### config.mk
export PLATFORM = sky130hd
export DESIGN_NAME = alu_cmd_driver_flat
export DESIGN_NICKNAME = d
export VERILOG_FILES = /design/src/rtl/alu_cmd_driver_if.sv /design/src/rtl/alu_cmd_driver.sv /design/src/flat_wrapper.sv
export SDC_FILE = /design/constraint.sdc
export NUM_CORES = 1
export LEC_CHECK = 0
export CAP_MARGIN = 20
export CORE_MARGIN = 2
export CORE_UTILIZATION = 28
export CTS_CLUSTER_DIAMETER = 60
export CTS_CLUSTER_SIZE = 20
export DETAILED_ROUTE_END_ITERATION = 16
export SLEW_MARGIN = 20
export SYNTH_ARGS = -nofsm -noshare
export SYNTH_HDL_FRONTEND = slang
export SYNTH_SLANG_ARGS = --single-unit
### constraint.sdc
create_clock -name clk -period 2.7 [get_ports clk]
set_clock_uncertainty 0.05 [all_clocks]
set_input_delay 0.675 -clock clk [delete_from_list [all_inputs] [get_ports clk]]
set_output_delay 0.675 -clock clk [all_outputs]
set_load 0.005 [all_outputs]
### src/rtl/alu_cmd_driver_if.sv
`default_nettype none
// ============================================================================
// Module   : alu_cmd_driver_if
// Brief    : Command and response valid/ready bundle for alu_cmd_driver.
// Revision : 1.0 - initial release
// ============================================================================
interface alu_cmd_driver_if #(
    parameter int TAG_W = 4
);
    logic             cmd_valid;
    logic             cmd_ready;
    logic [3:0]       cmd_sel;
    logic [31:0]      cmd_a;
    logic [31:0]      cmd_b;
    logic [TAG_W-1:0] cmd_tag;

    logic             rsp_valid;
    logic             rsp_ready;
    logic [31:0]      rsp_data;
    logic             rsp_over;
    logic             rsp_under;
    logic [TAG_W-1:0] rsp_tag;

    modport master (
        output cmd_valid, cmd_sel, cmd_a, cmd_b, cmd_tag, rsp_ready,
        input  cmd_ready, rsp_valid, rsp_data, rsp_over, rsp_under, rsp_tag
    );

    modport slave (
        input  cmd_valid, cmd_sel, cmd_a, cmd_b, cmd_tag, rsp_ready,
        output cmd_ready, rsp_valid, rsp_data, rsp_over, rsp_under, rsp_tag
    );
endinterface
`default_nettype wire

### src/rtl/alu_cmd_driver.sv
`default_nettype none
// ============================================================================
// Module   : alu_cmd_driver
// Brief    : Queues tagged alu commands, issues them one at a time, waits a
//            settle time and returns the captured result with its tag.
// Revision : 1.0 - initial release
// ============================================================================
module alu_cmd_driver #(
    parameter int CMD_DEPTH     = 4,
    parameter int TAG_W         = 4,
    parameter int SETTLE_CYCLES = 1,
    parameter int COUNT_W       = 16
) (
    input  logic               clk,
    input  logic               rst_n,
    alu_cmd_driver_if.slave    cmd_if,
    output logic [31:0]        alu_input1,
    output logic [31:0]        alu_input2,
    output logic [3:0]         alu_sel,
    input  logic [31:0]        alu_out,
    input  logic               alu_over,
    input  logic               alu_under,
    output logic               busy,
    input  logic               clr_stats,
    output logic [COUNT_W-1:0] flag_count
);
    localparam int c_PTR_W    = $clog2(CMD_DEPTH);
    localparam int c_CNT_W    = c_PTR_W + 1;
    localparam int c_ENTRY_W  = 4 + 32 + 32 + TAG_W;
    localparam int c_SETTLE_W = (SETTLE_CYCLES > 1) ? $clog2(SETTLE_CYCLES) : 1;

    localparam logic [c_CNT_W-1:0]    c_FULL        = c_CNT_W'(CMD_DEPTH);
    localparam logic [c_SETTLE_W-1:0] c_SETTLE_LAST = c_SETTLE_W'(SETTLE_CYCLES - 1);
    localparam logic [COUNT_W-1:0]    c_COUNT_MAX   = {COUNT_W{1'b1}};

    typedef enum logic [1:0] {
        S_IDLE = 2'd0,
        S_WAIT = 2'd1,
        S_RESP = 2'd2
    } state_t;

    state_t                r_state;
    state_t                w_state_next;

    logic [c_ENTRY_W-1:0]  r_fifo [CMD_DEPTH];
    logic [c_PTR_W-1:0]    r_wr_ptr;
    logic [c_PTR_W-1:0]    r_rd_ptr;
    logic [c_CNT_W-1:0]    r_count;
    logic [c_CNT_W-1:0]    w_count_next;
    logic                  r_cmd_ready;
    logic [c_ENTRY_W-1:0]  w_head;

    logic                  w_push;
    logic                  w_pop;
    logic                  w_capture;
    logic                  w_rsp_done;

    logic [c_SETTLE_W-1:0] r_settle_cnt;
    logic [31:0]           r_alu_in1;
    logic [31:0]           r_alu_in2;
    logic [3:0]            r_alu_sel;
    logic [TAG_W-1:0]      r_cur_tag;
    logic                  r_rsp_valid;
    logic [31:0]           r_rsp_data;
    logic                  r_rsp_over;
    logic                  r_rsp_under;
    logic [TAG_W-1:0]      r_rsp_tag;
    logic [COUNT_W-1:0]    r_flag_count;

    assign w_push = cmd_if.cmd_valid && r_cmd_ready;
    assign w_head = r_fifo[r_rd_ptr];

    always_comb begin
        w_count_next = r_count;
        case ({w_push, w_pop})
            2'b10:   w_count_next = r_count + c_CNT_W'(1);
            2'b01:   w_count_next = r_count - c_CNT_W'(1);
            default: w_count_next = r_count;
        endcase
    end

    // Storage is not reset; only the pointers and occupancy define validity.
    always_ff @(posedge clk) begin
        if (w_push) begin
            r_fifo[r_wr_ptr] <= {cmd_if.cmd_sel, cmd_if.cmd_a, cmd_if.cmd_b, cmd_if.cmd_tag};
        end
    end

    // cmd_ready is registered from the next occupancy so it never depends
    // combinationally on cmd_valid or rsp_ready.
    always_ff @(posedge clk) begin
        if (!rst_n) begin
            r_wr_ptr    <= '0;
            r_rd_ptr    <= '0;
            r_count     <= '0;
            r_cmd_ready <= 1'b0;
        end else begin
            if (w_push) begin
                r_wr_ptr <= r_wr_ptr + c_PTR_W'(1);
            end
            if (w_pop) begin
                r_rd_ptr <= r_rd_ptr + c_PTR_W'(1);
            end
            r_count     <= w_count_next;
            r_cmd_ready <= (w_count_next != c_FULL);
        end
    end

    always_comb begin
        w_state_next = r_state;
        w_pop        = 1'b0;
        w_capture    = 1'b0;
        w_rsp_done   = 1'b0;
        case (r_state)
            S_IDLE: begin
                if (r_count != '0) begin
                    w_pop        = 1'b1;
                    w_state_next = S_WAIT;
                end
            end
            S_WAIT: begin
                if (r_settle_cnt == c_SETTLE_LAST) begin
                    w_capture    = 1'b1;
                    w_state_next = S_RESP;
                end
            end
            S_RESP: begin
                if (cmd_if.rsp_ready) begin
                    w_rsp_done   = 1'b1;
                    w_state_next = S_IDLE;
                end
            end
            default: w_state_next = S_IDLE;
        endcase
    end

    always_ff @(posedge clk) begin
        if (!rst_n) begin
            r_state      <= S_IDLE;
            r_settle_cnt <= '0;
            r_alu_in1    <= '0;
            r_alu_in2    <= '0;
            r_alu_sel    <= '0;
            r_cur_tag    <= '0;
            r_rsp_valid  <= 1'b0;
            r_rsp_data   <= '0;
            r_rsp_over   <= 1'b0;
            r_rsp_under  <= 1'b0;
            r_rsp_tag    <= '0;
            r_flag_count <= '0;
        end else begin
            r_state <= w_state_next;
            if (w_pop) begin
                {r_alu_sel, r_alu_in1, r_alu_in2, r_cur_tag} <= w_head;
                r_settle_cnt <= '0;
            end else if (r_state == S_WAIT) begin
                r_settle_cnt <= r_settle_cnt + c_SETTLE_W'(1);
            end
            if (w_capture) begin
                r_rsp_valid <= 1'b1;
                r_rsp_data  <= alu_out;
                r_rsp_over  <= alu_over;
                r_rsp_under <= alu_under;
                r_rsp_tag   <= r_cur_tag;
            end else if (w_rsp_done) begin
                r_rsp_valid <= 1'b0;
            end
            // A clear on the same edge as a flagged capture takes priority.
            if (clr_stats) begin
                r_flag_count <= '0;
            end else if (w_capture && (alu_over || alu_under) && (r_flag_count != c_COUNT_MAX)) begin
                r_flag_count <= r_flag_count + COUNT_W'(1);
            end
        end
    end

    assign cmd_if.cmd_ready = r_cmd_ready;
    assign cmd_if.rsp_valid = r_rsp_valid;
    assign cmd_if.rsp_data  = r_rsp_data;
    assign cmd_if.rsp_over  = r_rsp_over;
    assign cmd_if.rsp_under = r_rsp_under;
    assign cmd_if.rsp_tag   = r_rsp_tag;
    assign alu_input1       = r_alu_in1;
    assign alu_input2       = r_alu_in2;
    assign alu_sel          = r_alu_sel;
    assign flag_count       = r_flag_count;
    assign busy             = (r_count != '0) || (r_state != S_IDLE);
endmodule
`default_nettype wire

### src/flat_wrapper.sv
// flat-port wrapper written by rule: the top's interface ports become plain ports
module alu_cmd_driver_flat 
#(
    parameter int CMD_DEPTH     = 4,
    parameter int TAG_W         = 4,
    parameter int SETTLE_CYCLES = 1,
    parameter int COUNT_W       = 16
)
  (clk, rst_n, alu_input1, alu_input2, alu_sel, alu_out, alu_over, alu_under, busy, clr_stats, flag_count, cmd_if_cmd_valid, cmd_if_cmd_sel, cmd_if_cmd_a, cmd_if_cmd_b, cmd_if_cmd_tag, cmd_if_rsp_ready, cmd_if_cmd_ready, cmd_if_rsp_valid, cmd_if_rsp_data, cmd_if_rsp_over, cmd_if_rsp_under, cmd_if_rsp_tag);
  alu_cmd_driver_if #(.TAG_W(TAG_W)) cmd_if_i ();
  input  logic clk;
  input  logic rst_n;
  output logic [31:0] alu_input1;
  output logic [31:0] alu_input2;
  output logic [3:0] alu_sel;
  input  logic [31:0] alu_out;
  input  logic alu_over;
  input  logic alu_under;
  output logic busy;
  input  logic clr_stats;
  output logic [COUNT_W-1:0] flag_count;
  input wire logic [$bits(cmd_if_i.cmd_valid)-1:0] cmd_if_cmd_valid;
  input wire logic [$bits(cmd_if_i.cmd_sel)-1:0] cmd_if_cmd_sel;
  input wire logic [$bits(cmd_if_i.cmd_a)-1:0] cmd_if_cmd_a;
  input wire logic [$bits(cmd_if_i.cmd_b)-1:0] cmd_if_cmd_b;
  input wire logic [$bits(cmd_if_i.cmd_tag)-1:0] cmd_if_cmd_tag;
  input wire logic [$bits(cmd_if_i.rsp_ready)-1:0] cmd_if_rsp_ready;
  output wire logic [$bits(cmd_if_i.cmd_ready)-1:0] cmd_if_cmd_ready;
  output wire logic [$bits(cmd_if_i.rsp_valid)-1:0] cmd_if_rsp_valid;
  output wire logic [$bits(cmd_if_i.rsp_data)-1:0] cmd_if_rsp_data;
  output wire logic [$bits(cmd_if_i.rsp_over)-1:0] cmd_if_rsp_over;
  output wire logic [$bits(cmd_if_i.rsp_under)-1:0] cmd_if_rsp_under;
  output wire logic [$bits(cmd_if_i.rsp_tag)-1:0] cmd_if_rsp_tag;
  assign cmd_if_i.cmd_valid = cmd_if_cmd_valid;
  assign cmd_if_i.cmd_sel = cmd_if_cmd_sel;
  assign cmd_if_i.cmd_a = cmd_if_cmd_a;
  assign cmd_if_i.cmd_b = cmd_if_cmd_b;
  assign cmd_if_i.cmd_tag = cmd_if_cmd_tag;
  assign cmd_if_i.rsp_ready = cmd_if_rsp_ready;
  assign cmd_if_cmd_ready = cmd_if_i.cmd_ready;
  assign cmd_if_rsp_valid = cmd_if_i.rsp_valid;
  assign cmd_if_rsp_data = cmd_if_i.rsp_data;
  assign cmd_if_rsp_over = cmd_if_i.rsp_over;
  assign cmd_if_rsp_under = cmd_if_i.rsp_under;
  assign cmd_if_rsp_tag = cmd_if_i.rsp_tag;
  alu_cmd_driver #(.CMD_DEPTH(CMD_DEPTH), .TAG_W(TAG_W), .SETTLE_CYCLES(SETTLE_CYCLES), .COUNT_W(COUNT_W)) u_core (.clk(clk), .rst_n(rst_n), .cmd_if(cmd_if_i), .alu_input1(alu_input1), .alu_input2(alu_input2), .alu_sel(alu_sel), .alu_out(alu_out), .alu_over(alu_over), .alu_under(alu_under), .busy(busy), .clr_stats(clr_stats), .flag_count(flag_count));
endmodule
# Yosys cells after proc, flatten, opt, wreduce, memory -nomap -nowiden
# Memory sizes are Yosys's and may differ from the RTL's. A register that Yosys moved wholly into a read port is not among the register bits.
# Index checks and enable logic that the tools add are counted.
[op_classes]
n_eq_ne = 9
add_sub_neg = 6
reduce_logical = 13
bitwise = 1
muxes = 15
[op_table]
columns = ["cell", "n"]
rows = [
  ["$add A16 B1 Y16 const B", 1],
  ["$ne A16 B16 Y1 const B", 1],
  ["$mux W1", 10],
  ["$mux W2", 3],
  ["$pmux W2 S3", 1],
  ["$pmux W3 S2", 1],
  ["$add A2 B1 Y2 const B", 2],
  ["$eq A2 B1 Y1 const B", 2],
  ["$eq A2 B2 Y1 const B", 2],
  ["$ne A2 B2 Y1 const B", 2],
  ["$reduce_bool A2 Y1", 2],
  ["$reduce_or A2 Y1", 2],
  ["$add A3 B1 Y3 const B", 1],
  ["$logic_and A1 B1 Y1", 3],
  ["$ne A3 B3 Y1 const B", 1],
  ["$reduce_and A3 Y1", 1],
  ["$reduce_bool A3 Y1", 1],
  ["$sub A3 B1 Y3 const B", 1],
  ["$logic_not A2 Y1", 1],
  ["$logic_or A1 B1 Y1", 2],
  ["$ne A2 B1 Y1 const B", 1],
  ["$add A1 B1 Y1 const B", 1],
  ["$logic_not A1 Y1", 1],
  ["$not A1 Y1", 1],
]
[totals]
memories = 1
out_inout_bits = 125
elab_cells = 57
ff_bits = 66
inputBits = 111
mem_bits_rw = 288
[memory_table]
columns = ["name", "words", "width", "rd", "rd_clocked_by_memory_dff", "wr", "line", "text"]
rows = [
  ["u_core.r_fifo", 4, 72, 1, 1, 1, "alu_cmd_driver.sv:45", "logic [c_ENTRY_W-1:0] r_fifo [CMD_DEPTH];"],
]

# Longest topological paths before layout
# Gate-level depths: netlist of run 1.
[logic_depth]
ltp_word = 6
mapped_depth = 11
depth_no_buf = 10

# Worst setup path before layout of run 1
# OpenSTA, ideal clock, no wires.
[synth_timing]
path_kind = "input-to-reg"
start = "input port cmd_if_cmd_valid"
end = "memory u_core.r_fifo[0][0] (netlist bit) (enable)"
required_time_ps = 2212
arrival_ps = 2410
setup_time_ps = 438
slack_ps = -198
path_stages = 1
path_buffers = 0
cell_sequence = "and3_1"
[synth_via]
elab_chain_len = 3
[synth_lines]
columns = ["item", "line", "text"]
rows = [
  ["start: declaration", "flat_wrapper.sv:22", "input wire logic [$bits(cmd_if_i.cmd_valid)-1:0] cmd_if_cmd_valid;"],
  ["$logic_and A1 B1 Y1", "alu_cmd_driver.sv:70", "assign w_push = cmd_if.cmd_valid && r_cmd_ready;"],
  ["$mux W1", "alu_cmd_driver.sv:84", "if (w_push) begin"],
  ["$mux W1 (not written as such)", "alu_cmd_driver.sv:85", "r_fifo[r_wr_ptr] <= {cmd_if.cmd_sel, cmd_if.cmd_a, cmd_if.cmd_b, cmd_if.cmd_tag};"],
  ["end: declaration", "alu_cmd_driver.sv:45", ""],
]
# No other way between the ends.

# Final worst setup path of run 1
[layout_timing]
start = "register u_core.r_state[1]"
end = "output port busy"
[layout_via]
elab_chain_len = 2
[layout_lines]
columns = ["item", "line", "text"]
rows = [
  ["start: declaration", "alu_cmd_driver.sv:42", "state_t r_state;"],
  ["start signal: assignment", "alu_cmd_driver.sv:152", "r_state <= w_state_next;"],
  ["$reduce_bool A2 Y1", "alu_cmd_driver.sv:187", "assign busy = (r_count != '0) || (r_state != S_IDLE);"],
  ["$logic_or A1 B1 Y1", "alu_cmd_driver.sv:187", ""],
  ["end: declaration", "flat_wrapper.sv:19", "output logic busy;"],
]
# No other way between the ends.

==> flow_summary.json, run 1 <==
{
  "gp_congestion": 0.8011,
  "multi_input_area_sq_um": 4149,
  "netlist_instances": 1021,
  "clock_sinks": 426,
  "synth_edf_count": 288,
  "numPortBuffers": 235,
  "boundaryPins": 236,
  "viasPerCell": 4.453,
  "detail-route-antenna-nets": 0,
  "cp.required_ns": 1.98,
  "cts_setup_buffers": 0,
  "antenna_found_initial": 6,
  "yosysTopAreaCell": "edfxtp_1",
  "min_path_cells": 2,
  "fillCellCount": 5355,
  "cts_max_level": 2,
  "setup_viol": 0,
  "start_util_pct": 28.15,
  "grt.overflow.total": 0,
  "num_rows": 87,
  "fin_hold_ws_ns": 0.4112,
  "drive_above_1_share_pct": 13.90,
  "synthToLayoutAreaGrowth_pct": 31.51,
  "status": "completed",
  "synth_common_cells": "288 x edfxtp_1, 233 x nand2_1, 138 x dfxtp_1, 112 x a21boi_0, 72 x mux4_2",
  "ir_drop_mv": 0.6239,
  "path_class": "reg2out",
  "fp.dieArea_sq_um": 58270,
  "min_path_type": "reg2reg",
  "grt_max_degree": 73,
  "dp_worst_setup_slack_ns": 0.009978,
  "avgRoutedWirePerCell_um": 17.92,
  "die_h_um": 241.4,
  "nets": 1387,
  "hold_viol": 0,
  "synth_cell_types": 44,
  "layout_min_cycle_time_ns": 2.472,
  "syn-num-nets": 1139,
  "leakage_uw": 0.006609,
  "cts_tree": "done",
  "max_stage_delay_ns": 0.49,
  "ys_warn_count": 0,
  "cp_max_fo": 7,
  "clk_pin_slew_ns": 0.07,
  "r2r_cells": 4,
  "crit_chain": "nor2_2 -> nand2_1 -> clkdlybuf4s50_1",
  "tightest_slew_ns": 0.5822,
  "synth.area.top_cells": "edfxtp_1 55%, dfxtp_1 18%, mux4_2 10%, nand2_1 5.5%, a21boi_0 5.3%",
  "grt_pass1_wl_um": 55630,
  "post-dp-hpwl_um": 22830,
  "slew_viol_final": 0,
  "crit_buf_inv": 1,
  "end_kind": "output pin",
  "max_clock_freq_mhz": 404.5,
  "drtIter0Drc": 439,
  "maxCapViolCount": 0,
  "die_w_um": 241.4,
  "cts_max_path_buffers": 3,
  "yosysTopAreaCellShare_pct": 54.80,
  "crit_slowest_cell": "clkdlybuf4s50_1",
  "grt_pass1_vias": 9305,
  "dpl_cell_area_sq_um": 19300,
  "track_usage_pct": 12.71,
  "crit_family": "buffers and inverters",
  "pwr_density_cell_nw_per_um2": 954.3,
  "cp.arrival_ns": 1.75,
  "coreArea_sq_um": 56060,
  "syn_avg_cell_area_sq_um": 15.46,
  "vias": 9177,
  "rsz0062_at_grt": "false",
  "worstSkewPairLatency_ns": 0.56,
  "drt-total-wl_um": 36940,
  "fin_ws_ns": 0.2278,
  "holdBufCountCts": 0,
  "synthArstFlopShare_pct": 0,
  "finalCritPeriodShare_pct": 91.56,
  "cp.depth": 3,
  "cts-root-buf": "clkbuf_16",
  "startpoint_type": "register",
  "numCtsBuffers": 41,
  "cts_resized": 0,
  "synth_ff_type": "edfxtp_1",
  "drcViolationCount": 0,
  "synth.most_common_cell": "edfxtp_1",
  "first_pass_iters": 5,
  "ys_ff_latch": 426,
  "relSlewSlack_pct": 61.19,
  "register_area_sq_um": 11420,
  "ys_seq_area_share_pct": 72.31,
  "synth.cell_area_sq_um": 15780,
  "final_cell_area_sq_um": 20750
}
## sequential cells by signal, indices dropped and copies added (netlist names)
signal,count
u_core.r_wr_ptr,2
u_core.cmd_if.rsp_over,1
u_core.cmd_if.rsp_data,32
u_core.r_settle_cnt,1
u_core.cmd_if.rsp_tag,4
u_core.r_fifo,288
u_core.r_cur_tag,4
u_core.alu_input1,32
u_core.r_state,2
u_core.flag_count,16
u_core.r_count,3
u_core.alu_sel,4
u_core.cmd_if.cmd_ready,1
u_core.r_rd_ptr,2
u_core.cmd_if.rsp_under,1
u_core.alu_input2,32
u_core.cmd_if.rsp_valid,1
## power breakdown
part	switching (uW)	internal, uW	total (uW)	leakage [uW]
Combinational	2660	2620	5280	0.00218
Clock	2750	3230	5980	0.000686
Sequential	545	8000	8540	0.00374
## tightest hold or removal path: cells and delay by family, from the launching register on
family | cells | cell delay (ns)
compound gates | 1 | 0.06
flops | 1 | 0.31
simple gates | 1 | 0.04
## logic make-up (layout without fill, tap and decap cells)
family / Yosys count / after routing / synth area share [%]
compound gates: 148 / 148 / 6.748
buf+inv: 66 / 347 / 1.617
other cells: 0 / 3 / 0
flops: 426 / 426 / 72.31
xor+xnor: 6 / 6 / 0.3330
fa+ha+maj: 7 / 7 / 0.6026
mux: 74 / 74 / 10.41
simple gates: 294 / 294 / 7.976
## stage by stage
step,std cells,TNS (ns),util [%],total power (uW)
4_1_cts,2058,0,37.00,20250
5_1_grt,2058,0,37.00,20990
6_report,2061,0,37.02,19800
2_1_floorplan,1021,-57.09,-,11320
3_5_place_dp,1982,0,34.42,14160
3_3_place_gp,1982,0,34.42,14080
## path summary, 6_finish.rpt
path / slack (ns) / endpoint / startpoint
max: 0.23 / busy / u_core.r_state[1]
min: 0.41 / u_core.alu_input2[0] / u_core.alu_input2[0]
max reg2reg: 0.43 / u_core.flag_count[11] / u_core.r_state[0]
min reg2reg: 0.41 / u_core.alu_input2[0] / u_core.alu_input2[0]
## final cells by class
type	instances	area share, %
Tap cell	756	4.558
Sequential cell	426	55.02
Timing Repair Buffer	262	13.26
Clock buffer	50	5.408
Multi-Input combinational cell	529	19.99
Inverter	9	0.1688
Clock inverter	26	1.549
Antenna cell	3	0.03618
## placed cells by master (no fill, tap or decap), types with 3 or more instances in the layout
master	count
o21ai_0	8
nand2_1	232
nand3_1	7
clkdlybuf4s50_1	234
clkbuf_1	5
clkbuf_16	43
or3_1	7
inv_6	4
clkinvlp_4	3
a21oi_1	12
and2_1	5
clkinv_4	3
edfxtp_1	288
a21boi_0	112
ha_1	6
clkinv_8	8
and3_4	4
and3_1	3
and4_1	3
inv_1	8
xnor2_1	5
nand4_1	5
nor3_1	3
nor2_1	4
o31ai_1	6
nor2b_1	3
mux4_2	72
or4_1	7
buf_4	12
diode_2	3
buf_12	16
dfxtp_1	136
## routing by layer
layer	track usage, %	share of wire (%)	up-vias
li1	-	-	4312
met1	16.14	43	4573
met2	21.06	47	220
met3	4.022	7.5	62
met4	3.217	1.9	10
met5	0	0.19	-
(Power assumes the default switching activity.)
==> inputs of run 2 (changes only) <==
==> constraint.sdc (replaced) <==
create_clock -name clk -period 2.7 [get_ports clk]
set_clock_uncertainty 0.05 [all_clocks]
set_input_delay 0.675 -clock clk [delete_from_list [all_inputs] [get_ports clk]]
set_output_delay 0.675 -clock clk [all_outputs]
set_load 0.02 [all_outputs]
==> run 2 against run 1 <==
Effect of this change: combinational power up 14%; global-route usage about the same; count of clock-buffer cells in the layout down 6; critical path depth unchanged; via count up 0.45%; highest routed layer unchanged; worst hold slack better by 0.0011 ns; register-to-register slack about the same; flip-flop and latch count unchanged; wire length up 0.57%; sequential share of layout area up 0.20 points; clock power down 1%; utilization down 0.13 points.
==> flow_summary.json, run 2 (synthesized netlist as in run 1, its figures left out) <==
{
  "fp.dieArea_sq_um": 58270,
  "viasPerCell": 4.490,
  "max_stage_delay_ns": 0.64,
  "vias": 9218,
  "end_kind": "output pin",
  "fillCellCount": 5331,
  "grt_max_degree": 73,
  "grt_pass1_vias": 9325,
  "numCtsBuffers": 39,
  "dp_worst_setup_slack_ns": 0.01576,
  "leakage_uw": 0.006590,
  "multi_input_area_sq_um": 4149,
  "crit_buf_inv": 1,
  "register_area_sq_um": 11420,
  "ff2ff_setup_slack_ns": 0.44,
  "drive_above_1_share_pct": 13.81,
  "numPortBuffers": 235,
  "crit_chain": "nor2_2 -> nand2_1 -> clkdlybuf4s50_1",
  "dpl_cell_area_sq_um": 19300,
  "holdBufCountCts": 0,
  "layout_commonest_cell": "edfxtp_1",
  "drcViolationCount": 0,
  "crit_family": "buffers and inverters",
  "cts_max_path_buffers": 3,
  "ir_drop_mv": 0.5765,
  "max_clock_freq_mhz": 390.4,
  "cp.arrival_ns": 1.84,
  "relSlewSlack_pct": 59.73,
  "clock_sinks": 426,
  "boundaryPins": 236,
  "maxCapViolCount": 0,
  "clk_pin_slew_ns": 0.08,
  "first_pass_iters": 4,
  "nets": 1385,
  "cts-root-buf": "clkbuf_16",
  "cts_tree": "done",
  "pwr_density_cell_nw_per_um2": 989.2,
  "drtIter0Drc": 338,
  "fin_ws_ns": 0.1388,
  "final_cell_area_sq_um": 20680,
  "top_register": "u_core.r_fifo",
  "cp.required_ns": 1.98,
  "cts_max_level": 2,
  "cts_resized": 1,
  "detail-route-antenna-nets": 0,
  "layout_min_cycle_time_ns": 2.561,
  "start_util_pct": 28.15,
  "track_usage_pct": 12.70,
  "setup_viol": 0,
  "die_h_um": 241.4,
  "die_w_um": 241.4,
  "cts_setup_buffers": 0,
  "finalCritPeriodShare_pct": 94.86,
  "path_class": "reg2out",
  "min_path_type": "reg2reg",
  "antenna_found_initial": 5,
  "post-dp-hpwl_um": 22610,
  "worstSkewPairLatency_ns": 0.56,
  "crit_slowest_cell": "clkdlybuf4s50_1",
  "final_cell_mix": "288 x edfxtp_1, 234 x clkdlybuf4s50_1, 232 x nand2_1",
  "rsz0062_at_grt": "false",
  "grt.overflow.total": 0,
  "avgRoutedWirePerCell_um": 18.10,
  "cp_max_fo": 7,
  "tightest_slew_ns": 0.6040,
  "gp_congestion": 0.8029,
  "grt_pass1_wl_um": 55830,
  "largest_reg_flops": 288,
  "status": "completed",
  "synthToLayoutAreaGrowth_pct": 31.04,
  "hold_viol": 0,
  "slew_viol_final": 0,
  "coreArea_sq_um": 56060,
  "drt-total-wl_um": 37150,
  "num_rows": 87,
  "startpoint_type": "register"
}
[run 2: changes by cell type in the layout (fill, tap and decap cells not counted), sizes merged]
cell | before | now
clkbuf | 50 | 44
clkinv | 14 | 6
clkinvlp | 4 | 2
diode | 3 | 1
inv | 16 | 26
[run 2: worst paths after layout]
path / end / startpoint / cells after the start
max: busy / u_core.r_state[1] / 3
min: u_core.alu_input2[22] / u_core.alu_input2[22] / 2
max reg2reg: u_core.flag_count[13] / u_core.r_state[0] / 4
min reg2reg: u_core.alu_input2[22] / u_core.alu_input2[22] / 2
[run 2: final cells by class]
type,count,share of cell area [%]
antenna,1,0.01210
clock buffer,44,5.010
clock inverter,26,1.640
inverter,9,0.1694
multi-input combinational,529,20.06
sequential,426,55.22
tap,756,4.574
timing repair buffer,262,13.31
[run 2: report_power, final]
part | switching (uW) | total, uW | internal, uW
clock | 2820 | 5900 | 3080
combinational | 3380 | 6010 | 2640
sequential | 547 | 8540 | 7990
total | 6750 | 20500 | 13700
[run 2: through the flow]
stage               util [%]  power (uW)  TNS [ns]  std cells  hold slack, ns
floorplan                  -       12030    -57.07       1021          0.3912
global placement       34.42       14790         0       1982          0.3996
detailed placement     34.42       14880         0       1982          0.4064
CTS                    36.88       20870         0       2052          0.3997
global route           36.88       21600         0       2052          0.4137
finish                 36.89       20460         0       2053          0.4123
[run 2: metal layers]
| metal | GRT usage [%] | wire length [um] | up-vias |
|---|---|---|---|
| met4 | 3.984 | 828 | 8 |
| met5 | 0 | 46 | - |
| met2 | 20.81 | 17400 | 245 |
| li1 | - | - | 4304 |
| met1 | 16.33 | 16170 | 4602 |
| met3 | 3.521 | 2703 | 59 |
[run 2: worst reg2reg max path: stages (launching register included)]
cell     delay [ns]
dfxtp_1        0.41
or3b_1         0.41
or4b_1         0.66
or4_1          0.52
a21oi_1        0.15
==> inputs of run 3 (changes only) <==
--- a/config.mk
+++ b/config.mk
@@ -11,6 +11,7 @@
 export CTS_CLUSTER_DIAMETER = 60
 export CTS_CLUSTER_SIZE = 20
 export DETAILED_ROUTE_END_ITERATION = 16
+export GPL_TIMING_DRIVEN = 0
 export SLEW_MARGIN = 20
 export SYNTH_ARGS = -nofsm -noshare
 export SYNTH_HDL_FRONTEND = slang
==> run 3 against run 2 <==
Effect of this change: critical path depth did not move; sequential share of layout area rose by 0.26 points; first-iteration DRC count is 0.30% higher; worst setup slack worse by 0.020 ns; design area is 0.53% lower; combinational power up 1%; flip-flop and latch count unchanged; worst hold slack barely moved; critical path type unchanged; power fell by 1.6%; count of clock-buffer cells in the layout up 1; global-route usage grew 0.37 points; register-to-register slack worse by 0.24 ns.
==> flow_summary.json, run 3 (synthesized netlist as in run 1, its figures left out) <==
{
  "status": "completed",
  "post-dp-hpwl_um": 25310,
  "worstSkewPairLatency_ns": 0.56,
  "crit_family": "buffers and inverters",
  "maxCapViolCount": 0,
  "track_usage_pct": 13.06,
  "rsz0062_at_grt": "false",
  "cp.required_ns": 1.98,
  "grt.overflow.total": 0,
  "dpl_cell_area_sq_um": 19270,
  "drive_above_1_share_pct": 11.95,
  "final_cell_mix": "288 x edfxtp_1, 235 x clkdlybuf4s50_1, 232 x nand2_1",
  "grt_pass1_wl_um": 56700,
  "boundaryPins": 236,
  "grt_pass1_vias": 9334,
  "startpoint_type": "register",
  "crit_slowest_cell": "clkdlybuf4s50_1",
  "drt-total-wl_um": 38460,
  "r2r_cells": 9,
  "drcViolationCount": 0,
  "final_cell_area_sq_um": 20570,
  "grt_use_met2_pct": 22.00,
  "viasPerCell": 4.442,
  "ir_drop_mv": 0.6358,
  "crit_chain": "nor2_1 -> nand2_1 -> clkdlybuf4s50_1",
  "ff2ff_setup_slack_ns": 0.20,
  "coreArea_sq_um": 56060,
  "use_met3_pct": 3.247,
  "rr_endpoint": "u_core.cmd_if.cmd_ready",
  "clock_sinks": 426,
  "detail-route-antenna-nets": 0,
  "slew_viol_final": 0,
  "min_path_type": "reg2reg",
  "hold_viol": 0,
  "avgRoutedWirePerCell_um": 18.43,
  "cts_max_path_buffers": 3,
  "antenna_found_initial": 7,
  "finalCritPeriodShare_pct": 95.59,
  "grt_use_met1_pct": 16.76,
  "hold_end": "u_core.alu_input2[2]",
  "setup_viol": 0,
  "cts_tree": "done",
  "max_clock_freq_mhz": 387.4,
  "num_rows": 87,
  "cts-root-buf": "clkbuf_16",
  "cts_max_level": 2,
  "cts_setup_buffers": 0,
  "numCtsBuffers": 37,
  "die_w_um": 241.4,
  "max_stage_delay_ns": 0.58,
  "r2r_start": "u_core.r_state[1]",
  "hold_start": "u_core.alu_input2[2]",
  "numPortBuffers": 235,
  "synthToLayoutAreaGrowth_pct": 30.35,
  "pwr_density_cell_nw_per_um2": 978.6,
  "relSlewSlack_pct": 46.32,
  "fp.dieArea_sq_um": 58270,
  "path_class": "reg2out",
  "cp_max_fo": 7,
  "top_register": "u_core.r_fifo",
  "nets": 1420,
  "vias": 9271,
  "fin_hold_ws_ns": 0.4122,
  "grt-busiest-layer": "met2",
  "layout_min_cycle_time_ns": 2.581,
  "clk_pin_slew_ns": 0.07,
  "layout_commonest_cell": "edfxtp_1",
  "leakage_uw": 0.006515,
  "cp.arrival_ns": 1.86,
  "die_h_um": 241.4,
  "end_kind": "output pin",
  "first_pass_iters": 4,
  "min_path_cells": 2,
  "gp_congestion": 0.7855,
  "crit_buf_inv": 1,
  "largest_reg_flops": 288,
  "tightest_slew_ns": 0.8052,
  "grt_max_degree": 35,
  "drtIter0Drc": 339,
  "start_util_pct": 28.15
}
## run 3: worst max path at each step
| stage | startpoint | to | slack [ns] | cells after the start |
|---|---|---|---|---|
| after floorplan | cmd_if_cmd_valid | u_core.r_fifo[0][0] | -0.20 | 1 |
| after global placement | cmd_if_cmd_valid | u_core.r_fifo[0][46] | -2.70 | 2 |
| after detailed placement | u_core.r_state[1] | u_core.cmd_if.cmd_ready | -0.57 | 10 |
| after CTS | u_core.r_state[1] | u_core.cmd_if.cmd_ready | -0.15 | 9 |
| after global routing | u_core.r_state[1] | busy | 0.03 | 3 |
| final | u_core.r_state[1] | busy | 0.12 | 3 |
## run 3: timing repair
item                       in CTS  in global routing
setup endpoints to repair      21                 51
gates resized for setup         2                 12
hold buffers                    0                  0
## run 3: where the power goes
part | internal [uW] | total [uW] | switching, uW
Clock | 2920 | 5510 | 2590
Combinational | 2670 | 6100 | 3430
Sequential | 7990 | 8510 | 523
Total | 13600 | 20100 | 6550
## run 3: per-layer routing
| metal | vias up | wire length (um) |
|---|---|---|
| li1 | 4378 | - |
| met1 | 4586 | 16700 |
| met2 | 231 | 18440 |
| met3 | 62 | 2508 |
| met4 | 14 | 704 |
| met5 | - | 104 |
## run 3: worst register-to-register path: stages, from the launching register on
cell,delay (ns)
dfxtp_1,0.35
nor2_1,0.29
nand2_2,0.17
bufinv_16,0.29
ha_1,0.21
inv_1,0.06
fa_1,0.47
nand2b_1,0.07
mux2_2,0.27
o21a_1,0.16
## run 3: layout make-up
cell class	instances	area, sq um
Clock buffer	45	1021
Tap cell	756	945.9
Timing Repair Buffer	243	2520
Sequential cell	426	11410
Antenna cell	1	2.502
Fill cell	5348	35490
Inverter	9	60.06
Buffer	56	229.0
Clock inverter	22	237.7
Multi-Input combinational cell	529	4143
## run 3: through the flow
| step | worst slack, ns | TNS [ns] | instances | total power, uW | utilization, % |
|---|---|---|---|---|---|
| CTS | -0.1491 | -0.8745 | 2086 | 20520 | 36.62 |
| detailed placement | -0.5690 | -27.19 | 2020 | 14910 | 34.37 |
| floorplan | -0.1982 | -57.07 | 1021 | 12030 | - |
| global route | 0.02685 | 0 | 2086 | 21330 | 36.69 |
| global placement | -2.696 | -793.99 | 2012 | 14820 | 34.03 |
| finish | 0.1189 | 0 | 2087 | 20130 | 36.69 |
